## config.mk

```make
export PLATFORM = sky130hd
export DESIGN_NAME = csr_file_intr
export DESIGN_NICKNAME = d
export VERILOG_FILES = /design/src/rtl/csr_file_intr.sv
export SDC_FILE = /design/constraint.sdc
export NUM_CORES = 1
export LEC_CHECK = 0
export ABC_AREA = 1
export CORE_MARGIN = 5
export CORE_UTILIZATION = 35
export CTS_BUF_LIST = sky130_fd_sc_hd__clkbuf_16
export DETAILED_ROUTE_END_ITERATION = 8
export RECOVER_POWER = 25
export SLEW_MARGIN = 5
export SYNTH_ARGS = -nofsm -noshare
export SYNTH_HDL_FRONTEND = slang
export SYNTH_SLANG_ARGS = --single-unit
```

## constraint.sdc

```tcl
create_clock -name clk -period 5.55 [get_ports clk]
set_input_delay 1.11 -clock clk [delete_from_list [all_inputs] [get_ports clk]]
set_output_delay 1.11 -clock clk [all_outputs]
set_load 0.005 [all_outputs]
```

## src/rtl/csr_file_intr.sv

```systemverilog
// csr_file_intr: LoongArch CSR file with interrupt sampling, exception entry/return
// state and an optional countdown timer.
// Optional feature macro: CSR_TIMER_EN (TID, TCFG, TVAL, TICLR and ESTAT.IS[11]).
module csr_file_intr #(
    parameter int unsigned SAVE_NUM   = 4,
    parameter int unsigned TIMER_W    = 32,
    parameter int unsigned HW_INT_NUM = 8
) (
    input  logic                  clk,
    input  logic                  reset,
    input  logic                  csr_re,
    input  logic [13:0]           csr_rnum,
    output logic [31:0]           csr_rdata,
    input  logic                  csr_we,
    input  logic [13:0]           csr_wnum,
    input  logic [31:0]           csr_wmask,
    input  logic [31:0]           csr_wdata,
    input  logic                  ertn_flush,
    input  logic                  wb_ex,
    input  logic [5:0]            wb_ecode,
    input  logic [8:0]            wb_esubcode,
    input  logic [31:0]           wb_pc,
    input  logic [31:0]           wb_vaddr,
    input  logic [HW_INT_NUM-1:0] hw_int_in,
    input  logic                  ipi_int_in,
    output logic                  has_int,
    output logic [31:0]           ex_entry,
    output logic [31:0]           era_out,
    output logic [1:0]            crmd_plv
);

    localparam logic [13:0] CSR_CRMD   = 14'h000;
    localparam logic [13:0] CSR_PRMD   = 14'h001;
    localparam logic [13:0] CSR_ECFG   = 14'h004;
    localparam logic [13:0] CSR_ESTAT  = 14'h005;
    localparam logic [13:0] CSR_ERA    = 14'h006;
    localparam logic [13:0] CSR_BADV   = 14'h007;
    localparam logic [13:0] CSR_EENTRY = 14'h00C;
    localparam int unsigned SAVE_BASE  = 32'h30;
    localparam logic [12:0] LIE_MASK   = 13'h1BFF;
    localparam logic [5:0]  ECODE_ADE  = 6'h08;
    localparam logic [5:0]  ECODE_ALE  = 6'h09;

    // Reject out-of-range configurations at elaboration
    if (SAVE_NUM < 1 || SAVE_NUM > 16 || TIMER_W < 8 || TIMER_W > 32 ||
        HW_INT_NUM < 1 || HW_INT_NUM > 8) begin : g_bad_param
        $error("csr_file_intr: parameter out of range");
    end

    // Masked write merge: bits with mask=1 take new data, others keep old value
    function automatic logic [31:0] f_merge(input logic [31:0] old,
                                            input logic [31:0] mask,
                                            input logic [31:0] data);
        return (mask & data) | (~mask & old);
    endfunction

    logic [8:0]            r_crmd;       // {DATM, DATF, PG, DA, IE, PLV}
    logic [2:0]            r_prmd;       // {PIE, PPLV}
    logic [12:0]           r_ecfg_lie;
    logic [1:0]            r_is_sw;
    logic [HW_INT_NUM-1:0] r_is_hw;
    logic                  r_is_ipi;
    logic [5:0]            r_ecode;
    logic [8:0]            r_esubcode;
    logic [31:0]           r_era;
    logic [31:0]           r_badv;
    logic [25:0]           r_eentry_va;
    logic [31:0]           r_save [SAVE_NUM];
    logic                  r_has_int;
    logic                  w_ti;
    logic [12:0]           w_is;
    logic [31:0]           w_rdata;
    logic                  w_wr_crmd, w_wr_prmd, w_wr_ecfg, w_wr_estat;
    logic                  w_wr_era, w_wr_badv, w_wr_eentry;

    assign w_wr_crmd   = csr_we && (csr_wnum == CSR_CRMD);
    assign w_wr_prmd   = csr_we && (csr_wnum == CSR_PRMD);
    assign w_wr_ecfg   = csr_we && (csr_wnum == CSR_ECFG);
    assign w_wr_estat  = csr_we && (csr_wnum == CSR_ESTAT);
    assign w_wr_era    = csr_we && (csr_wnum == CSR_ERA);
    assign w_wr_badv   = csr_we && (csr_wnum == CSR_BADV);
    assign w_wr_eentry = csr_we && (csr_wnum == CSR_EENTRY);

    assign w_is = {r_is_ipi, w_ti, 1'b0, 8'(r_is_hw), r_is_sw};

`ifdef CSR_TIMER_EN
    localparam logic [13:0]        CSR_TID   = 14'h040;
    localparam logic [13:0]        CSR_TCFG  = 14'h041;
    localparam logic [13:0]        CSR_TVAL  = 14'h042;
    localparam logic [13:0]        CSR_TICLR = 14'h044;
    localparam logic [TIMER_W-1:0] CNT_ONES  = '1;

    logic [31:0]        r_tid;
    logic [TIMER_W-1:0] r_tcfg;      // {InitVal, Periodic, En}
    logic [TIMER_W-1:0] r_cnt;
    logic               r_ti;
    logic [TIMER_W-1:0] w_tcfg_new;
    logic               w_wr_tcfg, w_ticlr, w_expire;

    assign w_wr_tcfg  = csr_we && (csr_wnum == CSR_TCFG);
    assign w_tcfg_new = TIMER_W'(f_merge(32'(r_tcfg), csr_wmask, csr_wdata));
    assign w_ticlr    = csr_we && (csr_wnum == CSR_TICLR) && csr_wmask[0] && csr_wdata[0];
    // A TCFG write owns the counter for that cycle, so it also suppresses expiry
    assign w_expire   = r_tcfg[0] && (r_cnt == '0) && !w_wr_tcfg;
    assign w_ti       = r_ti;

    // TID and TCFG registers
    always_ff @(posedge clk) begin
        if (reset) begin
            r_tid  <= 32'h0;
            r_tcfg <= '0;
        end else begin
            if (csr_we && (csr_wnum == CSR_TID)) r_tid <= f_merge(r_tid, csr_wmask, csr_wdata);
            if (w_wr_tcfg) r_tcfg <= w_tcfg_new;
        end
    end

    // Countdown: load on enabling write, reload or run out to all-ones on expiry
    always_ff @(posedge clk) begin
        if (reset) begin
            r_cnt <= CNT_ONES;
        end else if (w_wr_tcfg) begin
            if (w_tcfg_new[0]) r_cnt <= {w_tcfg_new[TIMER_W-1:2], 2'b00};
        end else if (r_tcfg[0] && (r_cnt != CNT_ONES)) begin
            if ((r_cnt == '0) && r_tcfg[1]) r_cnt <= {r_tcfg[TIMER_W-1:2], 2'b00};
            else                            r_cnt <= r_cnt - TIMER_W'(1);
        end
    end

    // Timer interrupt flag: expiry set beats a same-cycle TICLR clear
    always_ff @(posedge clk) begin
        if (reset)         r_ti <= 1'b0;
        else if (w_expire) r_ti <= 1'b1;
        else if (w_ticlr)  r_ti <= 1'b0;
    end
`else
    assign w_ti = 1'b0;
`endif

    // CRMD: exception entry clears PLV/IE, ERTN restores them from PRMD
    always_ff @(posedge clk) begin
        if (reset)           r_crmd <= 9'h008;
        else if (wb_ex)      r_crmd[2:0] <= 3'b000;
        else if (ertn_flush) r_crmd[2:0] <= r_prmd;
        else if (w_wr_crmd)  r_crmd <= 9'(f_merge(32'(r_crmd), csr_wmask, csr_wdata));
    end

    // PRMD: saves {IE, PLV} on exception entry
    always_ff @(posedge clk) begin
        if (reset)          r_prmd <= 3'b000;
        else if (wb_ex)     r_prmd <= r_crmd[2:0];
        else if (w_wr_prmd) r_prmd <= 3'(f_merge(32'(r_prmd), csr_wmask, csr_wdata));
    end

    // ECFG.LIE with bit 10 held at zero
    always_ff @(posedge clk) begin
        if (reset)          r_ecfg_lie <= 13'h0;
        else if (w_wr_ecfg) r_ecfg_lie <= 13'(f_merge(32'(r_ecfg_lie), csr_wmask, csr_wdata)) & LIE_MASK;
    end

    // ESTAT: cause fields on exception, software IS bits, sampled interrupt lines
    always_ff @(posedge clk) begin
        if (reset) begin
            r_ecode    <= 6'h0;
            r_esubcode <= 9'h0;
            r_is_sw    <= 2'b00;
            r_is_hw    <= '0;
            r_is_ipi   <= 1'b0;
        end else begin
            r_is_hw  <= hw_int_in;
            r_is_ipi <= ipi_int_in;
            if (wb_ex) begin
                r_ecode    <= wb_ecode;
                r_esubcode <= wb_esubcode;
            end else if (w_wr_estat) begin
                r_is_sw <= 2'(f_merge(32'(r_is_sw), csr_wmask, csr_wdata));
            end
        end
    end

    // ERA and BADV carry no reset value
    always_ff @(posedge clk) begin
        if (wb_ex)         r_era <= wb_pc;
        else if (w_wr_era) r_era <= f_merge(r_era, csr_wmask, csr_wdata);
        if (wb_ex) begin
            if ((wb_ecode == ECODE_ADE) || (wb_ecode == ECODE_ALE)) r_badv <= wb_vaddr;
        end else if (w_wr_badv) begin
            r_badv <= f_merge(r_badv, csr_wmask, csr_wdata);
        end
    end

    // EENTRY.VA occupies bits 31:6
    always_ff @(posedge clk) begin
        if (reset)            r_eentry_va <= 26'h0;
        else if (w_wr_eentry) r_eentry_va <= 26'(f_merge({r_eentry_va, 6'b0}, csr_wmask, csr_wdata) >> 6);
    end

    // SAVE scratch registers, no reset value
    always_ff @(posedge clk) begin
        for (int i = 0; i < SAVE_NUM; i++) begin
            if (csr_we && (csr_wnum == 14'(SAVE_BASE + 32'(i))))
                r_save[i] <= f_merge(r_save[i], csr_wmask, csr_wdata);
        end
    end

    // Interrupt request, one cycle behind IE/LIE/IS
    always_ff @(posedge clk) begin
        if (reset) r_has_int <= 1'b0;
        else       r_has_int <= r_crmd[2] && (|(r_ecfg_lie & w_is));
    end

    // Read mux; unimplemented numbers fall through to zero
    always_comb begin
        w_rdata = 32'h0;
        case (csr_rnum)
            CSR_CRMD:   w_rdata = 32'(r_crmd);
            CSR_PRMD:   w_rdata = 32'(r_prmd);
            CSR_ECFG:   w_rdata = 32'(r_ecfg_lie);
            CSR_ESTAT:  w_rdata = {1'b0, r_esubcode, r_ecode, 3'b000, w_is};
            CSR_ERA:    w_rdata = r_era;
            CSR_BADV:   w_rdata = r_badv;
            CSR_EENTRY: w_rdata = {r_eentry_va, 6'b0};
`ifdef CSR_TIMER_EN
            CSR_TID:    w_rdata = r_tid;
            CSR_TCFG:   w_rdata = 32'(r_tcfg);
            CSR_TVAL:   w_rdata = 32'(r_cnt);
`endif
            default: begin
                for (int i = 0; i < SAVE_NUM; i++) begin
                    if (csr_rnum == 14'(SAVE_BASE + 32'(i))) w_rdata = r_save[i];
                end
            end
        endcase
    end

    assign csr_rdata = csr_re ? w_rdata : 32'h0;
    assign has_int   = r_has_int;
    assign ex_entry  = {r_eentry_va, 6'b0};
    assign era_out   = r_era;
    assign crmd_plv  = r_crmd[1:0];

endmodule
```

==> results.md <==
- Power per Cell Area: 247.6 nW/um2
- Clock root buffer: clkbuf_16
- Max incr delay on CP: 0.66 ns
- Routability cong.: 0.8367
- Final Cycle Share: 91.95%
- Setup bufs post-CTS: 0
- DRC: 0
- Vias after detailed routing: 13330
- Pin count of the biggest net entering global routing: 71
- First-pass GRT wire length: 78.49 mm
- Initial DRC count: 1211
- Reg power frac: 49.8%
- Fmax: 0.1960 GHz
- Top Ports: 285
- Net Switching: 1.078 mW
- Clock sink count: 269
- Worst-Skew Late Latency: 0.57 ns
- CP Class: in2out
- Die Wd: 208.8 um
- Violations in the final reports: max-capacitance violations, max-slew violations
- Worst Path Required: 4.44 ns
- Initial antenna violation count: 1
- Synth Register Bits: 269
- Initial Utilization: 35.55%
- Sequential fraction of the synthesis area: 52.81%
- CP Data Arrival Time: 3.99 ns
- Core area: 38920 um2
- Mapped Area: 13840 um2
- Leak Pwr: 7.452 nW
- Slowest CP cell: buf_4
- Crit path top cell by count: nand3_1
- CTS Hold Bufs: 0
- Clock slew at reported path FFs: 0.06 ns
- CTS Buffer Depth: 3
- Antenna violation net count after detailed routing: 0
- Post-synthesis instance total: 1784
- Max FO, Critical Path: 65
- Max Clock Skew: 0.01230 ns
- Layout cells sized above 1: 5.988%
- Drt wl/cell: 20.13 um
- Worst-path cell chain: clkdlybuf4s50_1 > nor2_1 > nand3_1 > nor2_4 > buf_4 > nand3_1 > nand3_1 > o21ai_0 > nor2_1 > clkdlybuf4s50_1
- Hold Crit Class: reg2reg
- Syn Area/Cell: 7.755 um2
- Rows: 72
- Crit path launch type: input pin
- Setup ws final: 0.4468 ns
- Finished Layout Cells: 2573
- HPWL Detailed: 34.46 mm
- Slew Viols, Final: 122
- Part of the power in the clock network: 41.4%
- Yosys warnings: 0
- Fin crit period: 5.103 ns
- Worst slew margin: -80.03%
- # Max-Cap Violations: 3
- # H-tree levels: 1
- Status: finished with violations
- Dpl ws: 0.4342 ns
- Setup violators final: 0
- Actual slew at the worst max-slew pin: 2.700 ns
- RSZ-0062 raised after global routing: false
- Unique cell type count in the Yosys netlist: 32
- Total Routing Usage GR: 22.92%
- Die area: 43610 um2
- TNS Setup: 0 ns
- Max IR drop VDD: 0.2202 mV
- Core Util, Final: 46.32%
- Total CTS buffers: 31
- Height of the die: 208.8 um
- Hold Vio Cnt, Final: 0
- Internal power: 3.385 mW
- Total grt overflow: 0
- Routed WL: 51.79 mm
- Placed inst area: 17140 um2
- Area added between synthesis and finish: 30.29%
- Min Hold Slack: 0.4636 ns
- PnR Total Power: 4.463 mW
- CP endpoint kind: output port
- CTS tree: built
- Post-CTS sizing: 0
- Cell count after placement: 2515
- Net count, final: 2216
- Switch share: 24.16%
- Routed vias/inst: 5.182
- Gate power share: 8.8%
- DRT Pass-1 Iters: 5
- I/O Buffers: 278
- Vias in the first global route: 13220
- Final instance area: 18030 um2
power groups by stage:
stage	Sequential, mW	Clock (mW)	Combinational (mW)
CTS	2.22	1.87	0.400
global route	2.22	1.95	0.431
floorplan	2.25	0	0.130
global placement	2.26	0	0.393
detailed placement	2.26	0	0.397
finish	2.22	1.85	0.394
final timing paths:
kind         slack, ns            end         from  depth (start not counted)
max               0.45  csr_rdata[11]  csr_rnum[9]                         10
min               0.46       register     register                          2
max reg2reg       4.14        has_int   r_is_hw[6]                          5
min reg2reg       0.46       register     register                          2
routing by layer:
layer / share of wire, % / track usage (%)
met4: 2.3 / 5.423
met1: 44 / 32.22
met3: 7.4 / 3.119
met5: 0 / 0
met2: 46 / 37.83
cell type report:
class / instances / area (um2)
repair buffers: 315 / 3077
flip-flops and latches: 269 / 7307
clock buffers: 31 / 775.7
fillers: 3830 / 20890
multi-input cells: 1276 / 5580
inverters: 137 / 516.7
well taps: 518 / 648.1
clock inverters: 26 / 118.9
diodes: 1 / 2.502
cells in the final DEF, fill, tap and decap left out, types with 48 or more instances in the layout:
master           count
nand2_1            440
nor2_1             338
edfxtp_1           192
clkdlybuf4s50_1    243
nand3_1            273
o21ai_0             58
o21ai_1             50
dfxtp_1             77
a21oi_1             48
inv_1              133
cells by family after synthesis:
family          synth area share [%]
compound gates                 5.978
simple gates                   33.68
other cells                  0.02710
buf+inv                        7.506
flops                          52.81
worst max-delay path, delay by kind of cell:
kind	cells	cell delay (ns)
simple gates	6	1.14
buf+inv	3	1.62
compound gates	1	0.09
cells in the mapped netlist:
cell type,instances,share of area (%)
nand2_1,444,12
nor2_1,341,9.3
nand3_1,274,9.9
edfxtp_1,192,42
inv_1,125,3.4
dfxtp_1,77,11
o21ai_0,58,2.1
o21ai_1,51,1.8
clkbuf_1,50,1.4
a21oi_1,48,1.7
buf_2,32,1.2
buf_4,18,0.98
nand4_1,16,0.72
inv_2,10,0.27
nor2_2,8,0.36
nor3_1,7,0.25
buf_1,5,0.14
nand2_2,5,0.23
nor2_4,4,0.33
nor4_1,3,0.14
a221oi_1,2,0.13
buf_6,2,0.16
clkinv_1,2,0.054
nor3_2,2,0.14
a22o_1,1,0.063
a22oi_1,1,0.054
and2_1,1,0.045
conb_1,1,0.027
nor3_4,1,0.12
nor3b_2,1,0.090
o21a_1,1,0.054
or2_2,1,0.045
Power figures use the tool's default switching activity.
